===== src/rtl/uart_cfg_sequencer_pkg.sv =====
// Shared types, status codes and config-word layout for the UART config sequencer.
package uart_cfg_sequencer_pkg;

  typedef enum logic [2:0] {
    ST_IDLE,
    ST_CHECK,
    ST_QUIESCE,
    ST_WRITE,
    ST_SETTLE,
    ST_RESP
  } cfg_state_e;

  localparam logic [1:0] CFG_OK      = 2'b00;
  localparam logic [1:0] CFG_INVALID = 2'b01;
  localparam logic [1:0] CFG_TIMEOUT = 2'b10;

  // Field positions inside the 32-bit config word
  localparam int DIV_LSB   = 16;
  localparam int DIV_W     = 16;
  localparam int FSIZE_LSB = 13;
  localparam int FSIZE_W   = 3;
  localparam int DBITS_LSB = 4;
  localparam int DBITS_W   = 3;

  // Limits a word must respect to be accepted
  localparam logic [DIV_W-1:0]   MIN_DIVISOR   = 16'd16;
  localparam logic [DBITS_W-1:0] MAX_DATA_BITS = 3'd3;
  localparam logic [FSIZE_W-1:0] MAX_FIFO_SIZE = 3'd6;

  // Same rule uart_config applies; keep the two in lockstep through this function.
  function automatic logic cfg_is_valid(input logic [31:0] word);
    return (word[DIV_LSB +: DIV_W] >= MIN_DIVISOR) &&
           (word[DBITS_LSB +: DBITS_W] <= MAX_DATA_BITS) &&
           (word[FSIZE_LSB +: FSIZE_W] <= MAX_FIFO_SIZE);
  endfunction

endpackage


===== src/rtl/uart_cfg_sequencer_if.sv =====
// Request/response handshake between the register slave and the config sequencer.
interface uart_cfg_sequencer_if;
  logic        req_valid;
  logic        req_ready;
  logic [31:0] req_data;
  logic        resp_valid;
  logic [1:0]  resp_status;

  modport master (output req_valid, req_data, input req_ready, resp_valid, resp_status);
  modport slave  (input req_valid, req_data, output req_ready, resp_valid, resp_status);
endinterface


===== src/rtl/uart_cfg_sequencer.sv =====
// Validates a config word, quiesces the UART datapath, writes uart_config and reports status.
module uart_cfg_sequencer
  import uart_cfg_sequencer_pkg::*;
#(
  parameter int SETTLE_CYCLES  = 16,
  parameter int TIMEOUT_CYCLES = 65535
) (
  input  logic                 clk,
  input  logic                 reset,
  uart_cfg_sequencer_if.slave  cfg,
  input  logic                 tx_busy,
  input  logic                 rx_busy,
  output logic                 uart_hold,
  output logic                 config_write,
  output logic [31:0]          config_data,
  output logic                 busy
);

  localparam int TO_W = ($clog2(TIMEOUT_CYCLES + 1) < 1) ? 1 : $clog2(TIMEOUT_CYCLES + 1);
  localparam int SC_W = ($clog2(SETTLE_CYCLES + 1) < 1) ? 1 : $clog2(SETTLE_CYCLES + 1);
  localparam logic [TO_W-1:0] TO_LAST = TO_W'(TIMEOUT_CYCLES - 1);
  localparam logic [SC_W-1:0] SC_LAST = SC_W'((SETTLE_CYCLES > 0) ? SETTLE_CYCLES - 1 : 0);

  cfg_state_e      state, state_n;
  logic [1:0]      status_n;
  logic [31:0]     cap;
  logic [TO_W-1:0] to_cnt;
  logic [SC_W-1:0] st_cnt;
  logic            accept;

  assign accept = cfg.req_valid && cfg.req_ready;

  // State register
  always_ff @(posedge clk) begin
    if (reset) state <= ST_IDLE;
    else       state <= state_n;
  end

  // Next state and the status that goes out with the response
  always_comb begin
    state_n  = state;
    status_n = CFG_OK;
    case (state)
      ST_IDLE:    if (accept) state_n = ST_CHECK;
      ST_CHECK: begin
        if (cfg_is_valid(cap)) begin
          state_n = ST_QUIESCE;
        end else begin
          state_n  = ST_RESP;
          status_n = CFG_INVALID;
        end
      end
      ST_QUIESCE: begin
        // Idle beats the terminal count when both land in the same cycle
        if (!tx_busy && !rx_busy) begin
          state_n = ST_WRITE;
        end else if (to_cnt >= TO_LAST) begin
          state_n  = ST_RESP;
          status_n = CFG_TIMEOUT;
        end
      end
      ST_WRITE:   state_n = (SETTLE_CYCLES == 0) ? ST_RESP : ST_SETTLE;
      ST_SETTLE:  if (st_cnt >= SC_LAST) state_n = ST_RESP;
      ST_RESP:    state_n = ST_IDLE;
      default:    state_n = ST_IDLE;
    endcase
  end

  // Capture the request word on accept
  always_ff @(posedge clk) begin
    if (reset)       cap <= '0;
    else if (accept) cap <= cfg.req_data;
  end

  // Quiesce timeout and settle counters, both saturating
  always_ff @(posedge clk) begin
    if (reset) begin
      to_cnt <= '0;
      st_cnt <= '0;
    end else begin
      if (state == ST_CHECK)                          to_cnt <= '0;
      else if (state == ST_QUIESCE && to_cnt != '1)   to_cnt <= to_cnt + 1'b1;
      if (state == ST_WRITE)                          st_cnt <= '0;
      else if (state == ST_SETTLE && st_cnt != '1)    st_cnt <= st_cnt + 1'b1;
    end
  end

  // Registered outputs decoded from the next state so they line up with the state itself
  always_ff @(posedge clk) begin
    if (reset) begin
      cfg.req_ready   <= 1'b1;
      cfg.resp_valid  <= 1'b0;
      cfg.resp_status <= CFG_OK;
      uart_hold       <= 1'b0;
      config_write    <= 1'b0;
      config_data     <= '0;
      busy            <= 1'b0;
    end else begin
      cfg.req_ready   <= (state_n == ST_IDLE);
      cfg.resp_valid  <= (state_n == ST_RESP);
      cfg.resp_status <= (state_n == ST_RESP) ? status_n : CFG_OK;
      uart_hold       <= (state_n == ST_QUIESCE) || (state_n == ST_WRITE) || (state_n == ST_SETTLE);
      config_write    <= (state_n == ST_WRITE);
      if (state_n == ST_WRITE) config_data <= cap;
      busy            <= (state_n != ST_IDLE);
    end
  end

endmodule


===== src/flat_wrapper.sv =====
// flat-port wrapper written by rule: the top's interface ports become plain ports
module uart_cfg_sequencer_flat import uart_cfg_sequencer_pkg::*;
#(
  parameter int SETTLE_CYCLES  = 16,
  parameter int TIMEOUT_CYCLES = 65535
)
  (clk, reset, tx_busy, rx_busy, uart_hold, config_write, config_data, busy, cfg_req_valid, cfg_req_data, cfg_req_ready, cfg_resp_valid, cfg_resp_status);
  uart_cfg_sequencer_if cfg_i ();
  input  logic clk;
  input  logic reset;
  input  logic tx_busy;
  input  logic rx_busy;
  output logic uart_hold;
  output logic config_write;
  output logic [31:0] config_data;
  output logic busy;
  input wire logic [$bits(cfg_i.req_valid)-1:0] cfg_req_valid;
  input wire logic [$bits(cfg_i.req_data)-1:0] cfg_req_data;
  output wire logic [$bits(cfg_i.req_ready)-1:0] cfg_req_ready;
  output wire logic [$bits(cfg_i.resp_valid)-1:0] cfg_resp_valid;
  output wire logic [$bits(cfg_i.resp_status)-1:0] cfg_resp_status;
  assign cfg_i.req_valid = cfg_req_valid;
  assign cfg_i.req_data = cfg_req_data;
  assign cfg_req_ready = cfg_i.req_ready;
  assign cfg_resp_valid = cfg_i.resp_valid;
  assign cfg_resp_status = cfg_i.resp_status;
  uart_cfg_sequencer #(.SETTLE_CYCLES(SETTLE_CYCLES), .TIMEOUT_CYCLES(TIMEOUT_CYCLES)) u_core (.clk(clk), .reset(reset), .cfg(cfg_i), .tx_busy(tx_busy), .rx_busy(rx_busy), .uart_hold(uart_hold), .config_write(config_write), .config_data(config_data), .busy(busy));
endmodule

===== config.mk =====
export PLATFORM = sky130hd
export DESIGN_NAME = uart_cfg_sequencer_flat
export DESIGN_NICKNAME = d
export VERILOG_FILES = /design/src/rtl/uart_cfg_sequencer_pkg.sv /design/src/rtl/uart_cfg_sequencer_if.sv /design/src/rtl/uart_cfg_sequencer.sv /design/src/flat_wrapper.sv
export SDC_FILE = /design/constraint.sdc
export NUM_CORES = 1
export LEC_CHECK = 0
export CORE_ASPECT_RATIO = 0.75
export CORE_UTILIZATION = 25
export DETAILED_ROUTE_END_ITERATION = 6
export DONT_BUFFER_PORTS = 1
export SLEW_MARGIN = 20
export SYNTH_ARGS = -nofsm -noshare
export SYNTH_HDL_FRONTEND = slang
export SYNTH_SLANG_ARGS = --single-unit

===== constraint.sdc =====
create_clock -name clk -period 2.9 [get_ports clk]
set_input_delay 0.725 -clock clk [delete_from_list [all_inputs] [get_ports clk]]
set_output_delay 0.725 -clock clk [all_outputs]
set_load 0.03 [all_outputs]

==> impl_metrics.env, run 1 <==
export IMPL_outcome="completed"
export IMPL_rsz0062_at_grt="no"
export IMPL_core_area_sq_um=14600
export IMPL_io_pins=76
export IMPL_die_h_um=109
export IMPL_ir_worst_vdd_v=0.000308
export IMPL_place_inst=625
export IMPL_cp_max_fo=20
export IMPL_cts_tree="done"
export IMPL_synth_cells=451
export IMPL_cp_end_kind="register"
export IMPL_firstDrtPassIters=4
export IMPL_yosys_area_share_adder=0.0164
export IMPL_wl_met3_um=806
export IMPL_area_growth_pct=11.2
export IMPL_post_cts_setup_buffer_count=0
export IMPL_hold_violations=0
export IMPL_finalMaxSlewViolations=0
export IMPL_syn_avg_cell_area_sq_um=8.43
export IMPL_grt_use_total=0.122
export IMPL_finalWeightedCongestion=0.806
export IMPL_post_cts_resized=0
export IMPL_synth_xor_area_frac=0.0391
export IMPL_leakagePower_nw=1.36
export IMPL_period_needed_ns=2.30
export IMPL_synth_top_family_by_area="simple AND/OR/NAND/NOR gates"
export IMPL_p_total_w=0.00321
export IMPL_powerDensity_nw_per_um2=758
export IMPL_grt_first_pass_wirelength_mm=14.3
export IMPL_vias_per_cell=4.66
export IMPL_grt_overflow_total=0
export IMPL_clock_sinks=95
export IMPL_routed_top_layer="met4"
export IMPL_fin_nets=478
export IMPL_dp_hpwl_mm=6.38
export IMPL_drc=0
export IMPL_final_cells=641
export IMPL_worst_pin_slew_ns=0.843
export IMPL_n_antenna_cell=0
export IMPL_grt_pass1_vias=2789
export IMPL_start_util=0.260
export IMPL_post_route_period_util=0.792
export IMPL_setup_viol=0
export IMPL_fin_worst_skew_ns=0.00886
export IMPL_required_ns=3.13
export IMPL_postRouteAntennaNets=0
export IMPL_synth_edff_count=0
export IMPL_die_w_um=144
export IMPL_hold_path_class="input port to register"
export IMPL_drt_iter0_drc=211
export IMPL_async_reset_ff_frac=0
export IMPL_startpoint_type="register"
export IMPL_max_freq_mhz=435
export IMPL_syn_num_nets=493
export IMPL_dp_slack_ns=0.618
export IMPL_seq_area_frac_synth=0.500
export IMPL_synth_compound_area_frac=0.157
export IMPL_yosys_area_share_simple=0.239
export IMPL_met2_length_mm=3.92
export IMPL_crit_arrival_ns=2.53
export IMPL_clk_pin_slew_ns=0.07
export IMPL_port_buffers=0
export IMPL_cts_root_buf="clkbuf_16"
export IMPL_synth_area_sq_um=3800
export IMPL_final_layout_size_suffix_gt1_frac=0.0771
export IMPL_ys_flop_type="dfxtp_1"
export IMPL_cts_hold_buffers=0
export IMPL_yosys_warnings=0
export IMPL_synthMuxAreaShare=0.00263
export IMPL_crit_type="register to register"
export IMPL_num_vias=2989
export IMPL_grt_max_degree=75
export IMPL_worst_slack_ns=0.602
export IMPL_antenna_found_initial=0
export IMPL_cts_buffers=9
export IMPL_clk_path_buf_depth=2
export IMPL_maxSlewHeadroom=0.438
export IMPL_met1Wirelength_mm=4.21
export IMPL_wl_mm=9.11
export IMPL_rows=38
export IMPL_finalSetupTns_ns=0
export IMPL_die_area_sq_um=15700
export IMPL_routedWlPerCell_um=14.2
export IMPL_worstSkewPairLatency_ns=0.35
export IMPL_ys_ff_latch=95
export IMPL_synth_cell_types=48
export IMPL_cap_viol_max_count=0
export IMPL_htreeDepth=3
==> per-layer routing <==
layer | GRT usage | up-vias
met2 | 0.182 | 76
li1 | - | 1489
met1 | 0.148 | 1410
met3 | 0.0553 | 14
met4 | 0.0564 | 0
met5 | 0 | -
==> logic make-up after synthesis <==
logic type / after synthesis
compound gates: 93
mux: 1
fa+ha+maj: 5
xor+xnor: 17
flops: 95
buf+inv: 36
simple gates: 204
==> flip-flops by register name (all words and copies together) (netlist names) <==
name                    cells
u_core.config_data         32
u_core.to_cnt              16
u_core.uart_hold            1
u_core.config_write         1
u_core.cfg.resp_status      2
u_core.state                3
u_core.cap                 32
u_core.busy                 1
u_core.cfg.req_ready        1
u_core.st_cnt               5
u_core.cfg.resp_valid       1
==> cell type report <==
cell class,count,area [sq um]
Timing Repair Buffer,5,37.5
Multi-Input combinational cell,320,1730
Clock buffer,12,256
Inverter,5,18.8
Clock inverter,4,37.5
Tap cell,200,250
Fill cell,1602,10400
Sequential cell,95,1900
==> cell usage in the layout, fill, tap and decap left out, drive strengths merged, types with 4 or more instances in the layout <==
master,instances
nand3,4
a2111oi,9
nand4,5
xnor2,15
ha,5
buf,5
nor4,4
a211oi,4
dfxtp,95
clkbuf,12
nor2,25
nand2,139
inv,7
a21oi,66
and3,5
==> through the flow <==
step	hold WS (ns)	instance area [sq um]	utilization
finish	0.446	4230	0.289
global route	0.437	4230	0.289
CTS	0.429	4230	0.289
detailed placement	0.438	3940	0.269
global placement	0.431	3940	0.269
floorplan	0.432	3800	-
==> path summary, 6_finish.rpt <==
path | start | endpoint | slack [ns] | cells past startpoint
worst min-delay path | reset | u_core.cfg.resp_status[1] | 0.45 | 1
worst max-delay path | u_core.state[1] | u_core.config_data[4] | 0.60 | 5
worst max register to register | u_core.state[1] | u_core.config_data[4] | 0.60 | 5
worst min register to register | u_core.cap[17] | u_core.config_data[17] | 0.45 | 2
==> Yosys cell counts (all sizes together), types with 2 or more instances <==
cell,instances,share of area
a2111oi,9,0.032
a211oi,4,0.0079
a21o,2,0.0039
a21oi,66,0.087
a31oi,2,0.0033
a41oi,2,0.0046
and2,2,0.0033
and3,5,0.0095
buf,14,0.024
clkbuf,17,0.017
dfxtp,95,0.50
ha,5,0.016
inv,5,0.0049
nand2,139,0.14
nand2b,2,0.0033
nand3,4,0.0053
nand4,5,0.0082
nand4b,2,0.0046
nor2,25,0.025
nor2b,2,0.0033
nor3,2,0.0056
nor3b,2,0.0039
nor4,4,0.0066
nor4b,2,0.0062
o211ai,2,0.0039
or3,2,0.0033
xnor2,15,0.035
xor2,2,0.0046
==> report_power, final <==
group / switching (W) / leakage (nW) / internal (W)
Clock: 0.000519 / 0.145 / 0.000641
Combinational: 0.000304 / 0.448 / 0.000163
Sequential: 0.000159 / 0.772 / 0.00142
Total: 0.000982 / 1.36 / 0.00222
==> worst max-delay path: stages, from the launching register on <==
cell     delay [ns]
dfxtp_1        0.44
or3b_4         0.52
or3_1          0.70
buf_4          0.36
nand2_1        0.08
a21oi_1        0.07
Note: power is estimated with default switching activity, not from simulation.
==> inputs of run 2 (changes only) <==
Clock period 2.9 ns to 2 ns, I/O delays scaled along.
==> run 2 against run 1 <==
  * Clock power grew 72%
  * Non-clock buffer count grew 8
  * Cell count grew 1.2%
  * Clock skew shrank 0.0026 ns
  * Fmax grew 25%
  * Global-route usage shrank 0.14 points
  * Sequential share of layout area shrank 1.3 points
  * Critical path depth is the same
  * Critical endpoint is now u_core.cfg.req_ready
==> impl_metrics.env, run 2 (synthesized netlist as in run 1, its figures left out) <==
export IMPL_finalMaxSlewViolations=0
export IMPL_firstDrtPassIters=4
export IMPL_cts_root_buf="clkbuf_16"
export IMPL_dp_slack_ns=0.104
export IMPL_port_buffers=0
export IMPL_crit_type="register to register"
export IMPL_n_fill_cell=1575
export IMPL_grt_max_degree=75
export IMPL_reg_top3="u_core.cap: 32 flops, u_core.config_data: 32 flops, u_core.to_cnt: 16 flops"
export IMPL_fin_worst_skew_ns=0.00626
export IMPL_cp_end_kind="register"
export IMPL_grt_use_total=0.120
export IMPL_io_pins=76
export IMPL_dp_hpwl_mm=6.23
export IMPL_worst_slack_ns=0.164
export IMPL_num_vias=3009
export IMPL_finalSetupTns_ns=0
export IMPL_startpoint_type="register"
export IMPL_fin_nets=486
export IMPL_rsz0062_at_grt="no"
export IMPL_cts_hold_buffers=0
export IMPL_final_layout_size_suffix_gt1_frac=0.0980
export IMPL_htreeDepth=3
export IMPL_clk_path_buf_depth=2
export IMPL_grt_overflow_total=0
export IMPL_hold_violations=0
export IMPL_core_area_sq_um=14600
export IMPL_finalWeightedCongestion=0.812
export IMPL_leakagePower_nw=1.43
export IMPL_grt_pass1_vias=2816
export IMPL_worstSkewPairLatency_ns=0.35
export IMPL_outcome="completed"
export IMPL_die_w_um=144
export IMPL_cts_buffers=9
export IMPL_maxSlewHeadroom=0.705
export IMPL_clock_sinks=95
export IMPL_seq_area_sq_um=1900
export IMPL_cp_max_fo=6
export IMPL_required_ns=2.24
export IMPL_multi_input_area_sq_um=1740
export IMPL_clk_pin_slew_ns=0.07
export IMPL_post_route_period_util=0.918
export IMPL_worst_pin_slew_ns=0.442
export IMPL_hold_path_class="input port to register"
export IMPL_max_freq_mhz=545
export IMPL_cts_tree="done"
export IMPL_rows=38
export IMPL_layout_common_cells="139 x nand2_1, 95 x dfxtp_1, 66 x a21oi_1"
export IMPL_die_area_sq_um=15700
export IMPL_final_common_cell="nand2_1"
export IMPL_start_util=0.260
export IMPL_n_antenna_cell=0
export IMPL_setup_viol=0
export IMPL_grt_first_pass_wirelength_mm=14.3
export IMPL_p_total_w=0.00500
export IMPL_routedWlPerCell_um=13.8
export IMPL_vias_per_cell=4.64
export IMPL_crit_arrival_ns=2.07
export IMPL_ir_worst_vdd_v=0.000470
export IMPL_post_cts_setup_buffer_count=0
export IMPL_powerDensity_nw_per_um2=1150
export IMPL_drc=0
export IMPL_postRouteAntennaNets=0
export IMPL_cap_viol_max_count=0
export IMPL_antenna_found_initial=0
export IMPL_die_h_um=109
export IMPL_drt_iter0_drc=181
export IMPL_wl_mm=8.97
export IMPL_period_needed_ns=1.84
export IMPL_area_growth_pct=14.5
## run 2: cell types whose count changed in the layout (fill, tap and decap cells not counted), sizes merged
cell and delta:
buf +8, bufinv +3, clkbuf -1, clkinv -1, inv -1
## run 2: worst paths after layout
kind	to	from	slack, ns	cells after the start
max	u_core.cfg.req_ready	u_core.cap[25]	0.16	5
min	u_core.cfg.resp_status[0]	reset	0.22	1
max reg2reg	u_core.cfg.req_ready	u_core.cap[25]	0.16	5
min reg2reg	u_core.config_data[0]	u_core.cap[0]	0.45	2
## run 2: power by group
group	total, W	leakage (nW)	switching, W	internal (W)
registers	0.00224	0.772	0.000187	0.00206
logic	0.000768	0.490	0.000482	0.000286
clock network	0.00199	0.170	0.000728	0.00126
## run 2: metrics by stage
stage          hold WS [ns]  cells  utilization  instance area [sq um]
5_1_grt               0.203    649        0.297                   4360
6_report              0.224    649        0.297                   4360
4_1_cts               0.211    649        0.297                   4340
3_3_place_gp          0.431    633        0.273                   4000
3_5_place_dp          0.439    633        0.273                   4000
2_1_floorplan         0.432    451            -                   3800
## run 2: timing repair
| action | CTS | global route |
|---|---|---|
| endpoints found under the hold margin | 0 | 0 |
| gates resized for setup | 0 | 2 |
| setup endpoints to repair | 0 | 5 |
## run 2: worst max-delay path, cell delays in order, from the launching register on
cell,delay (ns)
dfxtp_1,0.32
nor4_1,0.41
a31oi_1,0.20
nand2b_1,0.24
a32o_1,0.33
a41o_1,0.23
## run 2: area by class of cell
cell class	instances	share of cell area
tap	200	0.0575
multi-input combinational	320	0.400
timing repair buffer	13	0.0224
clock buffer	11	0.0557
clock inverter	5	0.0238
inverter	5	0.00431
sequential	95	0.437
## run 2: routing by layer
layer	track usage	share of wire
met1	0.153	0.47
met2	0.178	0.43
met3	0.0483	0.077
met4	0.0541	0.019
met5	0	0
==> inputs of run 3 (changes only) <==
Settings changed: CTS_CLUSTER_SIZE set to 24.
==> results of run 3 <==
No change in the layout: final DEF, timing and power equal those of run 2.
